## config.mk

```make
export PLATFORM = sky130hd
export DESIGN_NAME = handshake_processor_core
export DESIGN_NICKNAME = d
export VERILOG_FILES = /design/src/rtl/proc_core_pkg.sv /design/src/rtl/proc_regfile.sv /design/src/rtl/handshake_processor_core.sv
export SDC_FILE = /design/constraint.sdc
export NUM_CORES = 1
export LEC_CHECK = 0
export CAP_MARGIN = 20
export CORE_ASPECT_RATIO = 1.1
export CORE_MARGIN = 5
export CORE_UTILIZATION = 35
export DETAILED_ROUTE_END_ITERATION = 7
export GPL_TIMING_DRIVEN = 0
export SYNTH_ARGS = -nofsm -noshare
export SYNTH_HDL_FRONTEND = slang
export SYNTH_HIERARCHICAL = 1
export SYNTH_SLANG_ARGS = --single-unit
export TNS_END_PERCENT = 30
```

## constraint.sdc

```tcl
create_clock -name clk -period 4.66 [get_ports clk]
set_clock_uncertainty 0.1 [all_clocks]
set_input_delay 0.932 -clock clk [delete_from_list [all_inputs] [get_ports clk]]
set_output_delay 0.932 -clock clk [all_outputs]
set_load 0.02 [all_outputs]
```

## src/rtl/proc_core_pkg.sv

```systemverilog
// ============================================================================
// Module      : proc_core_pkg
// Description : Opcodes, FSM state encoding and field widths shared by the
//               handshake processor core and its register file.
// Revision    : 1.0 - initial release
// ============================================================================
`default_nettype none

package proc_core_pkg;

    localparam int OPCODE_W = 4;

    localparam logic [OPCODE_W-1:0] OP_NOP   = 4'h0;
    localparam logic [OPCODE_W-1:0] OP_LDAC  = 4'h1;
    localparam logic [OPCODE_W-1:0] OP_STAC  = 4'h2;
    localparam logic [OPCODE_W-1:0] OP_LDI   = 4'h3;
    localparam logic [OPCODE_W-1:0] OP_MVR   = 4'h4;
    localparam logic [OPCODE_W-1:0] OP_MVA   = 4'h5;
    localparam logic [OPCODE_W-1:0] OP_ADD   = 4'h6;
    localparam logic [OPCODE_W-1:0] OP_SUB   = 4'h7;
    localparam logic [OPCODE_W-1:0] OP_MUL   = 4'h8;
    localparam logic [OPCODE_W-1:0] OP_AND   = 4'h9;
    localparam logic [OPCODE_W-1:0] OP_INC   = 4'hA;
    localparam logic [OPCODE_W-1:0] OP_JMP   = 4'hB;
    localparam logic [OPCODE_W-1:0] OP_JMPZ  = 4'hC;
    localparam logic [OPCODE_W-1:0] OP_JMPNZ = 4'hD;
    localparam logic [OPCODE_W-1:0] OP_CORE  = 4'hE;
    localparam logic [OPCODE_W-1:0] OP_ENDOP = 4'hF;

    typedef enum logic [2:0] {
        S_IDLE  = 3'd0,
        S_FETCH = 3'd1,
        S_EXEC  = 3'd2,
        S_MEM   = 3'd3,
        S_HALT  = 3'd4
    } state_t;

endpackage

`default_nettype wire

```

## src/rtl/proc_regfile.sv

```systemverilog
// ============================================================================
// Module      : proc_regfile
// Description : General register file, one write port and one combinational
//               read port; out-of-range indices read 0 and ignore writes.
// Revision    : 1.0 - initial release
// ============================================================================
`default_nettype none

module proc_regfile
    import proc_core_pkg::*;
#(
    parameter int WIDTH = 12,
    parameter int COUNT = 11,
    parameter int IDX_W = 8
) (
    input  logic             clk,
    input  logic             rst,
    input  logic             wr_en,
    input  logic [IDX_W-1:0] wr_idx,
    input  logic [WIDTH-1:0] wr_data,
    input  logic [IDX_W-1:0] rd_idx,
    output logic [WIDTH-1:0] rd_data
);

    logic [WIDTH-1:0] r_regs [COUNT];

    always_ff @(posedge clk or posedge rst) begin
        if (rst) begin
            for (int i = 0; i < COUNT; i++) begin
                r_regs[i] <= '0;
            end
        end else if (wr_en) begin
            for (int i = 0; i < COUNT; i++) begin
                if (wr_idx == IDX_W'(i)) begin
                    r_regs[i] <= wr_data;
                end
            end
        end
    end

    // Decoded compare keeps indices beyond COUNT reading as zero.
    always_comb begin
        rd_data = '0;
        for (int i = 0; i < COUNT; i++) begin
            if (rd_idx == IDX_W'(i)) begin
                rd_data = r_regs[i];
            end
        end
    end

endmodule

`default_nettype wire

```

## src/rtl/handshake_processor_core.sv

```systemverilog
// ============================================================================
// Module      : handshake_processor_core
// Description : Accumulator processor core with req/ack instruction and data
//               memory ports. Optional multiply enabled by `PROC_MUL_EN`.
// Revision    : 1.0 - initial release
// ============================================================================
`default_nettype none

module handshake_processor_core
    import proc_core_pkg::*;
#(
    parameter int                   reg_width        = 12,
    parameter int                   IR_width         = 12,
    parameter int                   reg_file_count   = 11,
    parameter logic [reg_width-1:0] current_PC_value = '0,
    parameter int                   core_number      = 0
) (
    input  logic                 clk,
    input  logic                 reset,
    input  logic                 start,
    output logic                 ins_req,
    output logic [reg_width-1:0] ins_addr,
    input  logic                 ins_ack,
    input  logic [IR_width-1:0]  ins_data,
    output logic                 dm_req,
    output logic                 dm_we,
    output logic [reg_width-1:0] dm_addr,
    output logic [reg_width-1:0] dm_wdata,
    input  logic                 dm_ack,
    input  logic [reg_width-1:0] dm_rdata,
    output logic                 endop_signal
);

    localparam int                   c_opd_w   = IR_width - OPCODE_W;
    localparam logic [reg_width-1:0] c_one     = reg_width'(1);
    localparam logic [reg_width-1:0] c_core_id = reg_width'(core_number);

    state_t               r_state;
    state_t               w_state_next;
    logic [reg_width-1:0] r_pc;
    logic [reg_width-1:0] r_ac;
    logic                 r_z;
    logic [IR_width-1:0]  r_ir;

    logic [OPCODE_W-1:0]  w_opcode;
    logic [c_opd_w-1:0]   w_operand;
    logic [reg_width-1:0] w_operand_ext;
    logic [reg_width-1:0] w_rf_rdata;

    logic                 w_ir_we;
    logic                 w_pc_we;
    logic [reg_width-1:0] w_pc_next;
    logic                 w_ac_we;
    logic [reg_width-1:0] w_ac_next;
    logic                 w_rf_we;

    assign w_opcode  = r_ir[IR_width-1 -: OPCODE_W];
    assign w_operand = r_ir[c_opd_w-1:0];

    if (c_opd_w >= reg_width) begin : g_opd_trunc
        assign w_operand_ext = w_operand[reg_width-1:0];
    end else begin : g_opd_zext
        assign w_operand_ext = {{(reg_width - c_opd_w){1'b0}}, w_operand};
    end

    proc_regfile #(
        .WIDTH (reg_width),
        .COUNT (reg_file_count),
        .IDX_W (c_opd_w)
    ) u_regfile (
        .clk     (clk),
        .rst     (reset),
        .wr_en   (w_rf_we),
        .wr_idx  (w_operand),
        .wr_data (r_ac),
        .rd_idx  (w_operand),
        .rd_data (w_rf_rdata)
    );

    always_ff @(posedge clk or posedge reset) begin
        if (reset) begin
            r_state <= S_IDLE;
        end else begin
            r_state <= w_state_next;
        end
    end

    always_comb begin
        w_state_next = r_state;
        w_ir_we      = 1'b0;
        w_pc_we      = 1'b0;
        w_pc_next    = r_pc;
        w_ac_we      = 1'b0;
        w_ac_next    = r_ac;
        w_rf_we      = 1'b0;
        case (r_state)
            S_IDLE: begin
                if (start) begin
                    w_state_next = S_FETCH;
                end
            end
            S_FETCH: begin
                if (ins_ack) begin
                    w_ir_we      = 1'b1;
                    w_pc_we      = 1'b1;
                    w_pc_next    = r_pc + c_one;
                    w_state_next = S_EXEC;
                end
            end
            S_EXEC: begin
                w_state_next = S_FETCH;
                case (w_opcode)
                    OP_LDAC, OP_STAC: w_state_next = S_MEM;
                    OP_LDI: begin
                        w_ac_we   = 1'b1;
                        w_ac_next = w_operand_ext;
                    end
                    OP_MVR: w_rf_we = 1'b1;
                    OP_MVA: begin
                        w_ac_we   = 1'b1;
                        w_ac_next = w_rf_rdata;
                    end
                    OP_ADD: begin
                        w_ac_we   = 1'b1;
                        w_ac_next = r_ac + w_rf_rdata;
                    end
                    OP_SUB: begin
                        w_ac_we   = 1'b1;
                        w_ac_next = r_ac - w_rf_rdata;
                    end
`ifdef PROC_MUL_EN
                    OP_MUL: begin
                        w_ac_we   = 1'b1;
                        w_ac_next = r_ac * w_rf_rdata;
                    end
`endif
                    OP_AND: begin
                        w_ac_we   = 1'b1;
                        w_ac_next = r_ac & w_rf_rdata;
                    end
                    OP_INC: begin
                        w_ac_we   = 1'b1;
                        w_ac_next = r_ac + c_one;
                    end
                    OP_JMP: begin
                        w_pc_we   = 1'b1;
                        w_pc_next = w_operand_ext;
                    end
                    OP_JMPZ: begin
                        w_pc_we   = r_z;
                        w_pc_next = w_operand_ext;
                    end
                    OP_JMPNZ: begin
                        w_pc_we   = ~r_z;
                        w_pc_next = w_operand_ext;
                    end
                    OP_CORE: begin
                        w_ac_we   = 1'b1;
                        w_ac_next = c_core_id;
                    end
                    OP_ENDOP: w_state_next = S_HALT;
                    default: ;
                endcase
            end
            S_MEM: begin
                if (dm_ack) begin
                    w_state_next = S_FETCH;
                    if (w_opcode == OP_LDAC) begin
                        w_ac_we   = 1'b1;
                        w_ac_next = dm_rdata;
                    end
                end
            end
            S_HALT: ;
            default: w_state_next = S_IDLE;
        endcase
    end

    always_ff @(posedge clk or posedge reset) begin
        if (reset) begin
            r_pc <= current_PC_value;
            r_ac <= '0;
            r_z  <= 1'b1;
            r_ir <= '0;
        end else begin
            if (w_ir_we) begin
                r_ir <= ins_data;
            end
            if (w_pc_we) begin
                r_pc <= w_pc_next;
            end
            if (w_ac_we) begin
                r_ac <= w_ac_next;
                r_z  <= (w_ac_next == '0);
            end
        end
    end

    // Requests and their payloads are pure functions of state, so they stay
    // stable for the whole stall and vanish immediately on reset.
    assign ins_req      = (r_state == S_FETCH);
    assign ins_addr     = r_pc;
    assign dm_req       = (r_state == S_MEM);
    assign dm_we        = dm_req && (w_opcode == OP_STAC);
    assign dm_addr      = dm_req ? w_operand_ext : '0;
    assign dm_wdata     = dm_req ? r_ac : '0;
    assign endop_signal = (r_state == S_HALT);

endmodule

`default_nettype wire

```

==> metrics.txt <==
status finished, violations left; failing checks negative setup slack; Initial DRC Count 617; leakage 5.56 nW; Final HPWL DP 20500 um; Chip Width 171 um; crit path max fanout 6; R2R depth 17; CP max stage delay 590 ps; Max Freq 0.199 GHz; core footprint 0.0279 mm^2; Setup CP Type register to register; Setup WS post-layout -364 ps; grt ovf 0; synth top area cells dfrtp_1, mux2_2, nand2_1, mux2i_1, a21oi_1; GPL Wtd Cong 0.916; # fillers 2624; CTS max path bufs 2; Relative slew margins 37.9%; Yosys top cell by area dfrtp_1; Power Dens Cells 520 mW/mm^2; CP cell instances buf_8 -> mux4_2 -> or2_4 -> a32oi_1 -> o2bb2ai_2 -> or4_4 -> o21ai_2 -> mux2i_2 -> ha_1 -> nand2_1 -> a211oi_2 -> nor2b_2 -> xor2_1 -> o211ai_1 -> or4_1 -> or4_4 -> o31ai_2; cts hold-fix bufs 0; DRC Markers 0; final-stage net count 1086; First-pass DRT Iterations 7; syn_area_per_cell 10.8 um^2; final critical-path required period 5020 ps; pin count of the biggest net entering global routing 92; Worst path slowest cell or4_4; wire length per cell 20.6 um; Design Area, Final 0.0122 mm^2; CTS tree built; area growth from synthesis to layout 22.4%; Starting Density 35.7%; Reg2Reg Setup Slack -360 ps; H-tree depth 4; crit path DAT 5270 ps; reg-to-reg startpoint r_ir[1]; fin crit share 108%; async set or reset register ratio after synthesis 100%; worst slack, placed -835 ps; Worst setup SP type register; sequential area share after synthesis 43.2%; TritonCTS Buffers 17; # rows 64; Netlist Area Pre-Place 0.00997 mm^2; Worst setup EP type register; Top delay family on crit path simple AND/OR/NAND/NOR gates; I/O Buffers 64; Max Cap Viol 0; Worst Max-Slew Pin Slew 931 ps; DRT Wirelength 29200 um; I/O Pins 69; HP Start u_regfile/r_regs[98]; Main synth FF type dfrtp_1; hold depth 1; dpl cell area 0.0111 mm^2; min-delay worst type register to register; die area 0.0320 mm^2; Worst-Skew Late Latency 430 ps; RR Endpoint r_z; number of synthesized flops with an enable pin 0; peak supply drop 0.000259 V; layout cells sized above 1 31.8%; Routed Antenna Nets 0; Critical Path RT 4900 ps; initial antenna violation count 0; root buffer cell clkbuf_16; Worst Path Buf+Inv 1; clock sink count 172; RSZ-0062 raised after global routing yes; chip height 187 um; antenna cells 0; Reg clk slew, reported paths 70 ps; Top cell by count, worst path or4_4; final hold vios 0; cells after synthesis 920; vias post-DR 7865; FF+latch count, synth 172; top cell type's share of synthesized area 42.9%; YS warnings 6; vias per inst 5.55; total track usage 18.1%; vias in the first global route 7992; Final setup viols 1; post-synthesis cell type count 80; final-report max-slew violation count 0; first-pass GRT wire length 45900 um; Worst Hold Endpoint u_regfile/r_regs[98]
[kinds of logic (layout without fill, tap and decap cells)]
logic type	Yosys count	after routing	synth area share (%)
buffers and inverters	93	223	4.78
multiplexers	182	182	21.6
adder cells (fa/ha/maj)	17	17	2.21
AND/OR/NAND/NOR	242	242	13.1
other	1	4	0.0376
flip-flops	172	172	43.2
AO/OA/AOI/OAI	198	198	13.7
XOR/XNOR	15	15	1.32
[sequential cells by signal, summed over array words and instances, names as in the netlist]
register,cells
r_state,3
r_ac,12
u_regfile/r_regs,132
r_ir,12
ins_addr,12
r_z,1
[where the power goes]
group / internal, mW / leakage (nW) / switching, mW
clock network: 0.723 / 0.284 / 0.715
registers: 1.65 / 2.31 / 0.294
logic: 1.18 / 2.96 / 1.78
[synthesized netlist by cell type, drive strengths merged, types with 4 or more instances]
cell	n
buf	34
a22o	5
a22oi	7
nor2b	18
nand3	16
mux2i	24
o2111a	4
mux2	149
a21oi	42
mux4	9
dfrtp	171
xor2	8
o221ai	5
xnor2	7
nor3	10
nor4	5
o22ai	15
o211ai	16
a211oi	5
inv	23
nand2b	11
a32oi	8
or2	6
a221oi	5
o31ai	7
a2bb2oi	4
nand4	9
and3	23
o21a	4
o2bb2ai	12
ha	16
clkbuf	35
nor3b	5
nand2	71
nor2	47
a31oi	4
or4	5
o21ai	37
[final cells by class]
class / count / area, um^2 / share of cell area [%]
flip-flops and latches: 172 / 4320 / 35.4
inverters: 24 / 96.3 / 0.789
repair buffers: 98 / 916 / 7.50
clock buffers: 17 / 425 / 3.49
multi-input cells: 658 / 5400 / 44.2
plain buffers: 69 / 430 / 3.53
well taps: 363 / 454 / 3.72
clock inverters: 15 / 169 / 1.38
[cells in the final DEF, fill, tap and decap left out, types with 7 or more instances in the layout]
master	synthesis	final
buf_6	8	7
xnor2_1	7	7
buf_2	12	12
nand3_1	14	14
and3_1	23	23
buf_4	14	44
mux2_2	139	139
o21ai_0	33	26
o2bb2ai_1	12	9
nor3_1	9	7
clkbuf_1	35	29
o22ai_1	15	13
ha_1	16	15
dfrtp_1	171	163
a21oi_1	41	38
nand4_1	9	9
a22oi_1	7	7
xor2_1	8	8
nand2_1	68	67
clkdlybuf4s50_1	0	64
dfrtp_2	0	7
nor2b_1	18	17
mux2_4	10	10
a32oi_1	8	7
nand2b_1	10	9
o211ai_1	16	16
o21ai_1	4	8
inv_1	23	20
mux2i_1	24	22
nor2_1	45	43
clkbuf_16	0	17
mux4_2	9	9
[worst max path at each step]
stage                       start                     to  slack, ps  depth (start not counted)
after floorplan           r_ir[1]                    r_z         20                         16
after global placement      reset  u_regfile/r_regs[100]      -1880                          2
after detailed placement  r_ir[0]                    r_z       -840                         21
after CTS                 r_ir[1]                    r_z       -320                         21
after global routing      r_ir[1]                    r_z       -530                         21
final                     r_ir[1]                    r_z       -360                         17
[layer usage]
metal / part of all wire (%) / global-route usage, % / vias up
met5: 0 / 0 / -
met4: 2.1 / 4.91 / 0
met3: 5.1 / 3.17 / 40
met2: 48 / 30.0 / 232
met1: 45 / 24.5 / 3943
li1: - / - / 3650
[stage by stage]
stage	utilization (%)	hold WS, ps	cells	TNS (ps)	total power [mW]
finish	43.7	405	1416	-364	6.34
global route	43.7	414	1416	-561	6.67
CTS	43.0	405	1402	-319	6.23
detailed placement	39.9	387	1351	-1860	4.60
global placement	39.8	382	1350	-248290	4.59
floorplan	-	369	923	0	3.64
[timing repair]
item,in CTS,in global routing
resized for setup,42,24
buffers inserted,19,14
cloned,0,0
setup endpoints to repair,5,3
pin swaps,16,19
Note: power is estimated with default switching activity, not from simulation.
